**config.mk**
```make
export PLATFORM = sky130hd
export DESIGN_NAME = qtu_fmb_flat
export DESIGN_NICKNAME = d
export VERILOG_FILES = /design/src/rtl/qtu_fmb_if.sv /design/src/rtl/qtu_fmb.sv /design/src/flat_wrapper.sv
export SDC_FILE = /design/constraint.sdc
export NUM_CORES = 2
export LEC_CHECK = 0
export ABC_AREA = 1
export BUFFER_PORTS_ARGS = -buffer_cell sky130_fd_sc_hd__buf_4
export CAP_MARGIN = 20
export CELL_PAD_IN_SITES_DETAIL_PLACEMENT = 1
export CELL_PAD_IN_SITES_GLOBAL_PLACEMENT = 2
export CORE_MARGIN = 5
export CORE_UTILIZATION = 33
export DETAILED_ROUTE_END_ITERATION = 10
export PLACE_DENSITY = 0.76
export SLEW_MARGIN = 20
export SYNTH_ARGS = -nofsm -noshare
export SYNTH_HDL_FRONTEND = slang
export SYNTH_SLANG_ARGS = --single-unit
```
**constraint.sdc**
```tcl
create_clock -name clk -period 23.3 [get_ports clk]
set_clock_uncertainty 0.15 [all_clocks]
set_input_delay 1.165 -clock clk [delete_from_list [all_inputs] [get_ports clk]]
set_output_delay 1.165 -clock clk [all_outputs]
set_load 0.01 [all_outputs]
```
**src/rtl/qtu_fmb_if.sv**
```systemverilog
// Packet, configuration and result bus of the QTU_FMB next-hop selector.
interface qtu_fmb_if;
  logic        en;
  logic        iAmDestination;
  logic        HB_Reset;
  logic [15:0] fSourceID;
  logic [15:0] fSourceHops;
  logic [15:0] fQValue;
  logic [15:0] fEnergyLeft;
  logic [15:0] fHopsFromCH;
  logic [15:0] fChosenCH;
  logic [15:0] chosenCH;
  logic [15:0] hopsFromCH;
  logic [15:0] myQValue;
  logic [15:0] nodeID;
  logic [15:0] nodeHops;
  logic [15:0] nodeEnergy;
  logic [15:0] nodeQValue;
  logic [4:0]  neighborIndex;
  logic [15:0] chosenHop;
  logic        QTUFMB_done;

  modport master (
    output en, iAmDestination, HB_Reset, fSourceID, fSourceHops, fQValue,
           fEnergyLeft, fHopsFromCH, fChosenCH, chosenCH, hopsFromCH, myQValue,
    input  nodeID, nodeHops, nodeEnergy, nodeQValue, neighborIndex, chosenHop,
           QTUFMB_done
  );

  modport slave (
    input  en, iAmDestination, HB_Reset, fSourceID, fSourceHops, fQValue,
           fEnergyLeft, fHopsFromCH, fChosenCH, chosenCH, hopsFromCH, myQValue,
    output nodeID, nodeHops, nodeEnergy, nodeQValue, neighborIndex, chosenHop,
           QTUFMB_done
  );
endinterface

```
**src/rtl/qtu_fmb.sv**
```systemverilog
// QTU_FMB: neighbor-table update and max-Q next-hop selection.
// Optional QTUFMB_ENERGY_TIEBREAK_EN: equal Q resolved by higher energy.
module qtu_fmb #(
  parameter int MAX_NEIGHBORS = 16
) (
  input  logic      clk,
  input  logic      nrst,
  qtu_fmb_if.slave  bus
);

  localparam logic [2:0] IDLE  = 3'd0;
  localparam logic [2:0] CHECK = 3'd1;
  localparam logic [2:0] WRITE = 3'd2;
  localparam logic [2:0] SCAN  = 3'd3;
  localparam logic [2:0] DONE  = 3'd4;

  localparam logic [4:0] MAXN = 5'(MAX_NEIGHBORS);

`ifdef QTUFMB_ENERGY_TIEBREAK_EN
  localparam logic TIEBREAK = 1'b1;
`else
  localparam logic TIEBREAK = 1'b0;
`endif

  logic [2:0]  state_r;
  logic [15:0] tabId_r     [MAX_NEIGHBORS];
  logic [15:0] tabHops_r   [MAX_NEIGHBORS];
  logic [15:0] tabEnergy_r [MAX_NEIGHBORS];
  logic [15:0] tabQ_r      [MAX_NEIGHBORS];
  logic [4:0]  count_r;

  logic [15:0] pktId_r, pktHops_r, pktQ_r, pktEnergy_r, pktCh_r;
  logic        hit_r;
  logic [4:0]  slot_r;

  logic [4:0]  scanIdx_r;
  logic        bestValid_r;
  logic [15:0] bestQ_r, bestEnergy_r, bestId_r;

  logic [15:0] nodeId_r, nodeHops_r, nodeEnergy_r, nodeQ_r, chosenHop_r;
  logic [4:0]  neighborIndex_r;
  logic        done_r;

  logic        hit_s, accept_s;
  logic [4:0]  slot_s;
  logic [15:0] candId_s, candQ_s, candEnergy_s;
  logic        candValid_s, take_s, scanLast_s;
  logic        nextValid_s;
  logic [15:0] nextQ_s, nextEnergy_s, nextId_s;

  // Candidate (cq, ce) beats the running best unless Q is lower, or equal without an energy win.
  function automatic logic isBetter(input logic bestValid, input logic [15:0] bq,
                                    input logic [15:0] be, input logic [15:0] cq,
                                    input logic [15:0] ce);
    logic better;
    if (!bestValid) begin
      better = 1'b1;
    end else if (cq > bq) begin
      better = 1'b1;
    end else if (TIEBREAK && (cq == bq) && (ce > be)) begin
      better = 1'b1;
    end else begin
      better = 1'b0;
    end
    return better;
  endfunction

  // Parallel ID search over valid entries and packet acceptance test.
  always_comb begin
    hit_s  = 1'b0;
    slot_s = count_r;
    for (int i = MAX_NEIGHBORS - 1; i >= 0; i--) begin
      if ((5'(i) < count_r) && (tabId_r[i] == pktId_r)) begin
        hit_s  = 1'b1;
        slot_s = 5'(i);
      end else begin
        hit_s  = hit_s;
      end
    end
    accept_s = ((pktCh_r == bus.chosenCH) || (pktId_r == bus.chosenCH)) &&
               (pktId_r != 16'd0);
  end

  // Entry under the scan pointer and the running best after considering it.
  always_comb begin
    candId_s     = 16'd0;
    candQ_s      = 16'd0;
    candEnergy_s = 16'd0;
    for (int i = 0; i < MAX_NEIGHBORS; i++) begin
      if (5'(i) == scanIdx_r) begin
        candId_s     = tabId_r[i];
        candQ_s      = tabQ_r[i];
        candEnergy_s = tabEnergy_r[i];
      end else begin
        candId_s     = candId_s;
      end
    end
    candValid_s  = (scanIdx_r < count_r);
    take_s       = candValid_s &&
                   isBetter(bestValid_r, bestQ_r, bestEnergy_r, candQ_s, candEnergy_s);
    scanLast_s   = ((scanIdx_r + 5'd1) >= count_r);
    nextValid_s  = bestValid_r | take_s;
    if (take_s) begin
      nextQ_s      = candQ_s;
      nextEnergy_s = candEnergy_s;
      nextId_s     = candId_s;
    end else begin
      nextQ_s      = bestQ_r;
      nextEnergy_s = bestEnergy_r;
      nextId_s     = bestId_r;
    end
  end

  // Control FSM, neighbor table and registered outputs.
  always_ff @(posedge clk or posedge nrst) begin
    if (nrst) begin
      state_r         <= IDLE;
      count_r         <= 5'd0;
      for (int i = 0; i < MAX_NEIGHBORS; i++) begin
        tabId_r[i]     <= 16'd0;
        tabHops_r[i]   <= 16'd0;
        tabEnergy_r[i] <= 16'd0;
        tabQ_r[i]      <= 16'd0;
      end
      pktId_r         <= 16'd0;
      pktHops_r       <= 16'd0;
      pktQ_r          <= 16'd0;
      pktEnergy_r     <= 16'd0;
      pktCh_r         <= 16'd0;
      hit_r           <= 1'b0;
      slot_r          <= 5'd0;
      scanIdx_r       <= 5'd0;
      bestValid_r     <= 1'b0;
      bestQ_r         <= 16'd0;
      bestEnergy_r    <= 16'd0;
      bestId_r        <= 16'd0;
      nodeId_r        <= 16'd0;
      nodeHops_r      <= 16'd0;
      nodeEnergy_r    <= 16'd0;
      nodeQ_r         <= 16'd0;
      neighborIndex_r <= 5'd0;
      chosenHop_r     <= 16'd0;
      done_r          <= 1'b0;
    end else if (bus.HB_Reset) begin
      // Heartbeat wins over everything, including a same-cycle en.
      state_r     <= IDLE;
      count_r     <= 5'd0;
      chosenHop_r <= 16'd0;
      done_r      <= 1'b0;
    end else begin
      done_r <= 1'b0;
      case (state_r)
        IDLE: begin
          if (bus.en) begin
            pktId_r     <= bus.fSourceID;
            pktHops_r   <= bus.fSourceHops;
            pktQ_r      <= bus.fQValue;
            pktEnergy_r <= bus.fEnergyLeft;
            pktCh_r     <= bus.fChosenCH;
            state_r     <= CHECK;
          end
        end
        CHECK: begin
          hit_r   <= hit_s;
          slot_r  <= slot_s;
          state_r <= accept_s ? WRITE : DONE;
        end
        WRITE: begin
          if (hit_r || (count_r < MAXN)) begin
            for (int i = 0; i < MAX_NEIGHBORS; i++) begin
              if (5'(i) == slot_r) begin
                tabId_r[i]     <= pktId_r;
                tabHops_r[i]   <= pktHops_r;
                tabEnergy_r[i] <= pktEnergy_r;
                tabQ_r[i]      <= pktQ_r;
              end
            end
            if (!hit_r) begin
              count_r <= count_r + 5'd1;
            end
            nodeId_r        <= pktId_r;
            nodeHops_r      <= pktHops_r;
            nodeEnergy_r    <= pktEnergy_r;
            nodeQ_r         <= pktQ_r;
            neighborIndex_r <= slot_r;
          end
          scanIdx_r   <= 5'd0;
          bestValid_r <= 1'b0;
          if (bus.iAmDestination) begin
            chosenHop_r <= bus.chosenCH;
            state_r     <= DONE;
          end else begin
            state_r     <= SCAN;
          end
        end
        SCAN: begin
          bestValid_r  <= nextValid_s;
          bestQ_r      <= nextQ_s;
          bestEnergy_r <= nextEnergy_s;
          bestId_r     <= nextId_s;
          if (scanLast_s) begin
            chosenHop_r <= (nextValid_s && (nextQ_s > bus.myQValue)) ? nextId_s : bus.chosenCH;
            state_r     <= DONE;
          end else begin
            scanIdx_r   <= scanIdx_r + 5'd1;
          end
        end
        DONE: begin
          done_r  <= 1'b1;
          state_r <= IDLE;
        end
        default: begin
          state_r <= IDLE;
        end
      endcase
    end
  end

  assign bus.nodeID        = nodeId_r;
  assign bus.nodeHops      = nodeHops_r;
  assign bus.nodeEnergy    = nodeEnergy_r;
  assign bus.nodeQValue    = nodeQ_r;
  assign bus.neighborIndex = neighborIndex_r;
  assign bus.chosenHop     = chosenHop_r;
  assign bus.QTUFMB_done   = done_r;

endmodule

```
**src/flat_wrapper.sv**
```systemverilog
// flat-port wrapper written by rule: the top's interface ports become plain ports
module qtu_fmb_flat 
#(
  parameter int MAX_NEIGHBORS = 16
)
  (clk, nrst, bus_en, bus_iAmDestination, bus_HB_Reset, bus_fSourceID, bus_fSourceHops, bus_fQValue, bus_fEnergyLeft, bus_fHopsFromCH, bus_fChosenCH, bus_chosenCH, bus_hopsFromCH, bus_myQValue, bus_nodeID, bus_nodeHops, bus_nodeEnergy, bus_nodeQValue, bus_neighborIndex, bus_chosenHop, bus_QTUFMB_done);
  qtu_fmb_if bus_i ();
  input  logic clk;
  input  logic nrst;
  input wire logic [$bits(bus_i.en)-1:0] bus_en;
  input wire logic [$bits(bus_i.iAmDestination)-1:0] bus_iAmDestination;
  input wire logic [$bits(bus_i.HB_Reset)-1:0] bus_HB_Reset;
  input wire logic [$bits(bus_i.fSourceID)-1:0] bus_fSourceID;
  input wire logic [$bits(bus_i.fSourceHops)-1:0] bus_fSourceHops;
  input wire logic [$bits(bus_i.fQValue)-1:0] bus_fQValue;
  input wire logic [$bits(bus_i.fEnergyLeft)-1:0] bus_fEnergyLeft;
  input wire logic [$bits(bus_i.fHopsFromCH)-1:0] bus_fHopsFromCH;
  input wire logic [$bits(bus_i.fChosenCH)-1:0] bus_fChosenCH;
  input wire logic [$bits(bus_i.chosenCH)-1:0] bus_chosenCH;
  input wire logic [$bits(bus_i.hopsFromCH)-1:0] bus_hopsFromCH;
  input wire logic [$bits(bus_i.myQValue)-1:0] bus_myQValue;
  output wire logic [$bits(bus_i.nodeID)-1:0] bus_nodeID;
  output wire logic [$bits(bus_i.nodeHops)-1:0] bus_nodeHops;
  output wire logic [$bits(bus_i.nodeEnergy)-1:0] bus_nodeEnergy;
  output wire logic [$bits(bus_i.nodeQValue)-1:0] bus_nodeQValue;
  output wire logic [$bits(bus_i.neighborIndex)-1:0] bus_neighborIndex;
  output wire logic [$bits(bus_i.chosenHop)-1:0] bus_chosenHop;
  output wire logic [$bits(bus_i.QTUFMB_done)-1:0] bus_QTUFMB_done;
  assign bus_i.en = bus_en;
  assign bus_i.iAmDestination = bus_iAmDestination;
  assign bus_i.HB_Reset = bus_HB_Reset;
  assign bus_i.fSourceID = bus_fSourceID;
  assign bus_i.fSourceHops = bus_fSourceHops;
  assign bus_i.fQValue = bus_fQValue;
  assign bus_i.fEnergyLeft = bus_fEnergyLeft;
  assign bus_i.fHopsFromCH = bus_fHopsFromCH;
  assign bus_i.fChosenCH = bus_fChosenCH;
  assign bus_i.chosenCH = bus_chosenCH;
  assign bus_i.hopsFromCH = bus_hopsFromCH;
  assign bus_i.myQValue = bus_myQValue;
  assign bus_nodeID = bus_i.nodeID;
  assign bus_nodeHops = bus_i.nodeHops;
  assign bus_nodeEnergy = bus_i.nodeEnergy;
  assign bus_nodeQValue = bus_i.nodeQValue;
  assign bus_neighborIndex = bus_i.neighborIndex;
  assign bus_chosenHop = bus_i.chosenHop;
  assign bus_QTUFMB_done = bus_i.QTUFMB_done;
  qtu_fmb #(.MAX_NEIGHBORS(MAX_NEIGHBORS)) u_core (.clk(clk), .nrst(nrst), .bus(bus_i));
endmodule
```
==> summary.md <==
| Metric | Value |
|---|---|
| Status | `finished, final reports clean` |
| Final cell count without fillers | `around 6600` |
| Vias in the first global route | `33800` |
| Post-DP HPWL | `93.0 mm` |
| Syn. warnings | `0` |
| Leakage | `21.1 nW` |
| Antenna Nets Post-Route | `0` |
| Layout cell share with drive strength beyond 1 | `0.111` |
| CP endpoint kind | `flip-flop` |
| CTS sink cnt | `between 700 and 800` |
| Largest net degree at the start of global routing | `roughly 160` |
| Syn Nets | `5143` |
| First-pass GRT wire length | `about 220 mm` |
| Multi-input logic area | `around 0.017 mm²` |
| Post-Syn Area | `between 0.03 and 0.04 mm²` |
| Critical path peak fanout | `35` |
| Max Slew Vio Count | `0` |
| Storage cell area | `between 0.015 and 0.02 mm²` |
| Crit-path max cell delay | `970 ps` |
| PostCTS Resize Cnt | `0` |
| DRT iter0 DRCs | `between 2000 and 2500` |
| Chip height | `around 350 µm` |
| Filler cells | `13900` |
| GRT Util Overall | `0.229` |
| Max frequency | `about 110 MHz` |
| Root Driver | `clkbuf_16` |
| Num ports | `roughly 240` |
| Setup_tns | `0 ps` |
| # diodes | `0` |
| Avg Synthesized Cell Area | `approximately 7.7 µm²` |
| Synth area leaders | `dfrtp_1 (48%), nand2_1 (16%), o21ai_0 (9.0%)` |
| Most numerous cell on the critical path | `nand2_1` |
| Syn-to-layout area delta | `15.7%` |
| Largest registers | `u_core.tabId_r: 256 flops, u_core.tabQ_r: 256 flops` |
| CTS buffer count | `91` |
| Max Cap Viol | `0` |
| GR Overflow Total | `0` |
| First-pass iteration count of the detailed router | `5` |
| Final net count | `between 5000 and 6000` |
| HP Class | `reg2reg` |
| Async SR Flop Fraction | `1.00` |
| Fin crit period | `8890 ps` |
| Least-Margin Pin Slew | `between 1000 and 1500 ps` |
| Final worst-path cycle share | `0.381` |
| Post-route DRC | `0` |
| Vias | `roughly 33000` |
| Hold_ws | `about 320 ps` |
| Data required, critical path | `~24000 ps` |
| #FFs+latches synth | `730` |
| RSZ-0062 raised after global routing | `false` |
| Pwr/cell area | `74.2 mW/mm²` |
| Crit path DAT | `between 9000 and 10000 ps` |
| Rows | `124` |
| Peak VDD IR | `around 0.052 mV` |
| Unique masters post-synth | `52` |
| Clock Latency Late Sink | `670 ps` |
| Most frequent cell after synthesis | `nand2_1` |
| Die Wd | `around 350 µm` |
| Die area | `0.122 mm²` |
| DP Cell Count | `6428` |
| Biggest area consumer among synthesized cells | `dfrtp_1` |
| DRT Wirelength | `between 100 and 150 mm` |
| Endpoints failing setup | `0` |
| Cell at the slowest stage of the critical path | `clkinv_1` |
| Yosys top cell area share | `0.480` |
| Initial antenna violation count | `5` |
| Initial Util | `0.332` |
| Gate Count Post-Synth | `a little under 5000` |
| GP Congestion | `between 0.8 and 0.9` |
| Routed WL per cell | `21.4 µm` |
| Relative slew slack | `0.276` |
| Buffers on Ports | `~200` |
| H-tree depth | `3` |
| Vias per std cell | `roughly 5.1` |
| Hold Fails Final Rpt | `0` |
| CP Launch Type | `flip-flop` |
| Post-synth EDFFs | `0` |
| Main synth FF type | `dfrtp_1` |
| CTS tree | `yes` |
| CTS Buffer Depth | `3` |
| Clk slew on worst S/H paths | `about 60 ps` |
| Sequential fraction of the synthesis area | `0.480` |
| Hold bufs inserted after CTS | `0` |
| Crit Path Class | `reg2reg` |
| Postcts setup bufs | `0` |
| Top post-synthesis cells by count | `nand2_1 (1640), dfrtp_1 (730), o21ai_0 (686), inv_1 (438), nand3_1 (230)` |
| Core Area | `between 0.1 and 0.15 mm²` |
| Total power | `around 0.0033 W` |
-- final timing paths --
kind	from	to	slack (ps)	cells past startpoint
setup / recovery	u_core.scanIdx_r[1]	u_core.bus.chosenHop[12]	14420	39
hold / removal	u_core.pktHops_r[10]	u_core.bus.nodeHops[10]	320	2
setup reg to reg	u_core.scanIdx_r[1]	u_core.bus.chosenHop[12]	14420	39
hold reg to reg	u_core.pktHops_r[10]	u_core.bus.nodeHops[10]	320	2
max in group asynchronous	nrst	u_core.bus.chosenHop[0]	19400	5
min in group asynchronous	nrst	u_core.bus.nodeQValue[3]	390	2
-- per-stage QoR --
step | instance area (µm²) | setup WS, ps | utilization
after detailed placement | 40900 | 14300 | 0.357
after floorplan | 38100 | 1500 | -
after global placement | 40900 | 14410 | 0.357
after CTS | 44000 | 14310 | 0.384
final | 44000 | 14420 | 0.385
after global routing | 44000 | 13590 | 0.385
-- critical path: cells and delay by family, from the launching register on --
kind | cells | cell delay [ps]
compound gates | 10 | 2170
fa+ha+maj | 3 | 900
buf+inv | 9 | 2800
flops | 1 | 440
simple gates | 17 | 2300
-- cell families after synthesis --
family	count (synthesis)	share of synthesized area
buf+inv	775	0.0805
mux	43	0.0127
flops	730	0.480
compound gates	907	0.126
simple gates	2287	0.249
xor+xnor	156	0.0359
fa+ha+maj	48	0.0158
-- cell type report --
class / count / area share
clock buffer: 143 / 0.0637
sequential: 730 / 0.415
multi-input combinational: 3441 / 0.382
clock inverter: 24 / 0.00747
timing repair buffer: 283 / 0.0494
inverter: 462 / 0.0396
tap: 1512 / 0.0430
-- layer usage --
layer / vias to the layer above / global-route usage / share of wire
li1: 16000 / - / -
met1: 16800 / 0.340 / 0.49
met2: 577 / 0.365 / 0.45
met3: 154 / 0.0240 / 0.035
met4: 0 / 0.0463 / 0.017
met5: - / 0 / 0
-- cell usage in the layout, fill, tap and decap left out, types with 8 or more instances in the layout --
cell,count
inv_2,15
buf_4,278
nand3_1,218
nand4_1,61
or2_1,15
xor2_1,117
nand2_1,1640
o211ai_1,10
ha_1,48
clkbuf_8,27
clkinv_2,13
nand3_2,11
or2_2,45
nor4_1,32
a21boi_0,16
clkinv_1,8
o21ai_0,686
nor2_1,189
mux2_2,43
a21oi_1,97
o21ai_1,16
clkbuf_16,94
a31oi_1,18
o2111ai_1,9
inv_1,437
xnor2_1,39
o22ai_1,19
clkbuf_1,22
a221oi_1,14
nor3_1,32
dfrtp_1,730
-- report_power, final --
part / switching [W] / internal [W] / total, W
Combinational: 0.000321 / 0.000114 / 0.000435
Clock: 0.000590 / 0.000902 / 0.00149
Sequential: 0.0000280 / 0.00131 / 0.00134
Note: power is estimated with default switching activity, not from simulation.
